File: src/rtl/lstm_step_scheduler.sv
// Sample-paced timestep sequencer for the LSTM demodulator: one accepted I/Q sample
// drives one MAC phase, one activation/update phase, and advances the step index.
//   state | meaning
//   IDLE  | no symbol in progress
//   CLR   | clear recurrent h/c state
//   WAIT  | waiting for the next chip sample
//   MAC   | matrix multiply, MAC_CYC cycles
//   ACT   | gate activation and hidden update, ACT_CYC cycles
//   DONE  | final hidden state valid for the classifier
module lstm_step_scheduler #(
    parameter int T_STEPS = 32,
    parameter int STEP_W  = 5,
    parameter int MAC_CYC = 2,
    parameter int ACT_CYC = 3
) (
    input  logic              clk,
    input  logic              rst,
    input  logic              start,
    input  logic              abort,
    input  logic              in_valid,
    output logic              in_ready,
    output logic              state_clr,
    output logic              mac_clr,
    output logic              mac_en,
    output logic              fun_cell_en,
    output logic              hidden_en,
    output logic [STEP_W-1:0] step_idx,
    output logic              sym_done,
    output logic              busy
);

    localparam int PH_MAX = (MAC_CYC > ACT_CYC) ? MAC_CYC : ACT_CYC;
    localparam int PH_W   = $clog2(PH_MAX);

    localparam logic [PH_W-1:0]   MAC_LAST  = PH_W'(MAC_CYC - 1);
    localparam logic [PH_W-1:0]   ACT_LAST  = PH_W'(ACT_CYC - 1);
    localparam logic [STEP_W-1:0] STEP_LAST = STEP_W'(T_STEPS - 1);

    typedef enum logic [2:0] {
        S_IDLE,
        S_CLR,
        S_WAIT,
        S_MAC,
        S_ACT,
        S_DONE
    } state_t;

    state_t            state, state_n;
    logic [PH_W-1:0]   ph, ph_n;
    logic [STEP_W-1:0] step_n;

    always_ff @(posedge clk) begin
        if (rst) begin
            state    <= S_IDLE;
            ph       <= '0;
            step_idx <= '0;
        end else begin
            state    <= state_n;
            ph       <= ph_n;
            step_idx <= step_n;
        end
    end

    always_comb begin
        state_n = state;
        ph_n    = ph;
        step_n  = step_idx;

        case (state)
            S_IDLE: begin
                if (start && !abort) begin
                    state_n = S_CLR;
                end
            end
            S_CLR: begin
                state_n = S_WAIT;
                ph_n    = '0;
                step_n  = '0;
            end
            S_WAIT: begin
                if (in_valid) begin
                    state_n = S_MAC;
                    ph_n    = '0;
                end
            end
            S_MAC: begin
                if (ph == MAC_LAST) begin
                    state_n = S_ACT;
                    ph_n    = '0;
                end else begin
                    ph_n = ph + PH_W'(1);
                end
            end
            S_ACT: begin
                if (ph == ACT_LAST) begin
                    ph_n = '0;
                    // exact compare: the step index must never wrap inside a symbol
                    if (step_idx == STEP_LAST) begin
                        state_n = S_DONE;
                    end else begin
                        state_n = S_WAIT;
                        step_n  = step_idx + STEP_W'(1);
                    end
                end else begin
                    ph_n = ph + PH_W'(1);
                end
            end
            S_DONE: begin
                state_n = S_IDLE;
                ph_n    = '0;
                step_n  = '0;
            end
            default: begin
                state_n = S_IDLE;
                ph_n    = '0;
                step_n  = '0;
            end
        endcase

        // abort outranks every other transition once a symbol is under way
        if (abort && state != S_IDLE) begin
            state_n = S_IDLE;
            ph_n    = '0;
            step_n  = '0;
        end
    end

    always_comb begin
        in_ready    = (state == S_WAIT);
        state_clr   = (state == S_CLR);
        mac_en      = (state == S_MAC);
        mac_clr     = (state == S_MAC) && (ph == '0);
        fun_cell_en = (state == S_ACT) && (ph == '0);
        hidden_en   = (state == S_ACT) && (ph == ACT_LAST);
        sym_done    = (state == S_DONE);
        busy        = (state != S_IDLE);
    end

endmodule
File: config.mk
export PLATFORM = sky130hd
export DESIGN_NAME = lstm_step_scheduler
export DESIGN_NICKNAME = d
export VERILOG_FILES = /design/src/rtl/lstm_step_scheduler.sv
export SDC_FILE = /design/constraint.sdc
export NUM_CORES = 1
export LEC_CHECK = 0
export CAP_MARGIN = 20
export CORE_MARGIN = 2
export CORE_UTILIZATION = 48
export DETAILED_ROUTE_END_ITERATION = 7
export PLACE_DENSITY = 0.82
export SLEW_MARGIN = 20
export SYNTH_ARGS = -nofsm -noshare
export SYNTH_HDL_FRONTEND = slang
export SYNTH_SLANG_ARGS = --single-unit
File: constraint.sdc
create_clock -name clk -period 2.99 [get_ports clk]
set_input_delay 0.7475 -clock clk [delete_from_list [all_inputs] [get_ports clk]]
set_output_delay 0.7475 -clock clk [all_outputs]
set_load 0.01 [all_outputs]
==> impl_metrics.yaml, run 1 <==
status:
  status: "finished clean"
synth:
  synthDistinctLibCells: 31
  ys_ff_latch: 10
  synthArstFlopShare_pct: 0
  synth_edf_count: 0
  netlist_area_sq_um: 637
  synth-seq-area-share_pct: 31.4
  yosys_warnings: 0
  netlist_instances: 79
  synth_ff_type: "dfxtp_1"
  syn_avg_cell_area_sq_um: 8.06
  synth_fp_nets: 86
clocking:
  cts_root_buf: "clkbuf_4"
  postCtsSetupBuffers: 0
  cts_made_buffers: 3
  clkSinkCount: 10
  holdBufCountCts: 0
  cts_buffer_depth: 2
  tritoncts: "yes"
  ctsHtreeMaxLevel: 1
  insertion_delay_ns: 0.28
  clkTransAtPathRegs_ns: 0.07
  post_cts_resize_count: 0
floorplan:
  rows: 13
  num_io_pins: 18
  die_h_um: 40.4
  start_util_pct: 50.2
  fp.dieArea_sq_mm: 0.00163
  core_sq_mm: 0.00127
  chipWidth_um: 40.4
sta:
  min_period_ns: 2.76
  setup_viol_count_final: 0
  fin_crit_sh_pct: 92.2
  rsz0062_at_grt: "false"
  finalSetupTns_ns: 0
  worst-slew-pin-transition_ns: 0.379
  slew_headroom_pct: 74.7
  fmax_mhz: 363
  drv_slew: 0
  worst_clock_skew_ns: 0.00582
  hold_viol_final: 0
pwr:
  power_density_mw_per_mm2: 643
  p_leak_nw: 0.321
  vdd_drop_max_uv: 327
worst_setup_path:
  setup.worst_path.start_class: "flip-flop"
  crit_path_max_fanout: 13
  crit_type: "flip-flop to output port"
  worstPathRequired_ns: 2.24
  critPathArrivalTime_ns: 2.01
  worstSetupEndpointType: "output port"
layout:
  n_fill_cell: 115
  multi_input_comb_area_sq_um: 399
  antenna_cells: 0
  seq_area_sq_um: 200
  drive_above_1_share_pct: 7.22
  nNetsFinal: 105
  stdcell_count: 112
  syn_to_final_growth_pct: 32.4
global_routing:
  grt_max_degree: 14
  grt_pass1_wl_mm: 2.41
  grt_overflow: 0
  antenna_found_initial: 0
  grt_pass1_vias: 555
  gr-usage-all-layers_pct: 22.3
detailed_routing:
  final_antenna_net_count: 0
  drc: 0
  vias: 639
  drt-wirelength-per-cell_um: 13.2
  drt_iter0_drc: 24
  first_pass_iters: 4
  vias_per_cell: 5.71
  wirelength_mm: 1.48
min_path:
  holdCritPathClass: "flip-flop to flip-flop"
job:
  cap_violations: 0
placed_design:
  hpwl_mm: 1.10
  dp.cells: 108
  portBuffers: 17
  gp_congestion: 0.782
final cells by class:
class	instances	area share [%]
multi-input combinational	61	47.3
sequential	10	23.7
timing repair buffer	17	20.2
clock buffer	4	4.30
inverter	5	2.23
tap	15	2.23
metrics by stage:
| stage | cell area, sq um | setup slack [ns] | util [%] | hold slack (ns) | power (mW) |
|---|---|---|---|---|---|
| floorplan | 637 | 1.13 | - | 0.516 | 0.343 |
| global placement | 807 | 0.620 | 63.6 | 0.480 | 0.415 |
| detailed placement | 807 | 0.568 | 63.6 | 0.480 | 0.418 |
| CTS | 843 | 0.252 | 66.5 | 0.496 | 0.544 |
| global route | 843 | 0.184 | 66.5 | 0.528 | 0.580 |
| finish | 843 | 0.233 | 66.5 | 0.504 | 0.542 |
worst max-delay path, cell delays in order, from the launching register on:
cell and delay (ns):
dfxtp_1 0.51, or3b_4 0.47, nor3_1 0.17, clkdlybuf4s50_1 0.57
where the power goes:
group          total, mW  switching (mW)  internal, mW
Sequential         0.184          0.0356         0.148
Combinational      0.230           0.110         0.120
Clock              0.129          0.0545        0.0742
state kept, by name, summed over array words and instances (netlist names):
signal    cells
ph            2
state         3
step_idx      5
cells in the final DEF (no fill, tap or decap), drive strengths merged:
| cell type | count |
|---|---|
| nand3b | 1 |
| inv | 5 |
| nand2 | 5 |
| nor3 | 4 |
| nand4 | 1 |
| or2b | 1 |
| a21o | 2 |
| clkbuf | 4 |
| nor2b | 2 |
| o311a | 1 |
| o221a | 1 |
| o21ai | 5 |
| a211oi | 1 |
| clkdlybuf4s50 | 17 |
| o22a | 2 |
| or3b | 1 |
| and3 | 1 |
| a31oi | 1 |
| a41oi | 2 |
| nand4b | 1 |
| dfxtp | 10 |
| a22oi | 4 |
| nor2 | 12 |
| nor4bb | 1 |
| or3 | 1 |
| a2bb2oi | 1 |
| mux2i | 2 |
| ha | 2 |
| a21oi | 3 |
| nand2b | 3 |
synth_stat cells (2+ instances only):
library cell  number  area, sq um
nand2_1            5         18.8
nor2_1            12         45.0
inv_1              5         18.8
o21ai_0            5         25.0
nor3_1             3         15.0
a21o_1             2         15.0
mux2i_1            2         20.0
dfxtp_1           10          200
a41oi_1            2         17.5
clkbuf_1           2         7.51
nor2b_1            2         12.5
a22oi_1            4         30.0
o22a_1             2         17.5
a21oi_1            3         15.0
ha_1               2         25.0
nand2b_1           3         18.8
routing by layer:
| metal | GRT usage, % | part of all wire [%] |
|---|---|---|
| met3 | 5.00 | 5.0 |
| met2 | 34.9 | 46 |
| met1 | 28.9 | 47 |
| met4 | 10.0 | 1.8 |
| met5 | 0 | 0 |
logic make-up after synthesis:
group                    synth area share (%)
AO/OA/AOI/OAI                            25.7
buffers and inverters                    5.89
AND/OR/NAND/NOR                          29.9
flip-flops                               31.4
adder cells (fa/ha/maj)                  3.93
multiplexers                             3.14
worst paths after layout:
path	from	to	slack, ns	cells after the start
setup reg to reg	step_idx[0]	step_idx[3]	1.19	6
hold / removal	step_idx[3]	step_idx[3]	0.50	1
setup / recovery	state[2]	fun_cell_en	0.23	3
hold reg to reg	step_idx[3]	step_idx[3]	0.50	1
No activity file was read; power rests on OpenSTA's default activity.
==> run 2: changes to the inputs <==
Settings changed: TNS_END_PERCENT set to 1.
==> results of run 2 <==
Same layout as run 1: the final DEF is identical, and so are final timing and power.
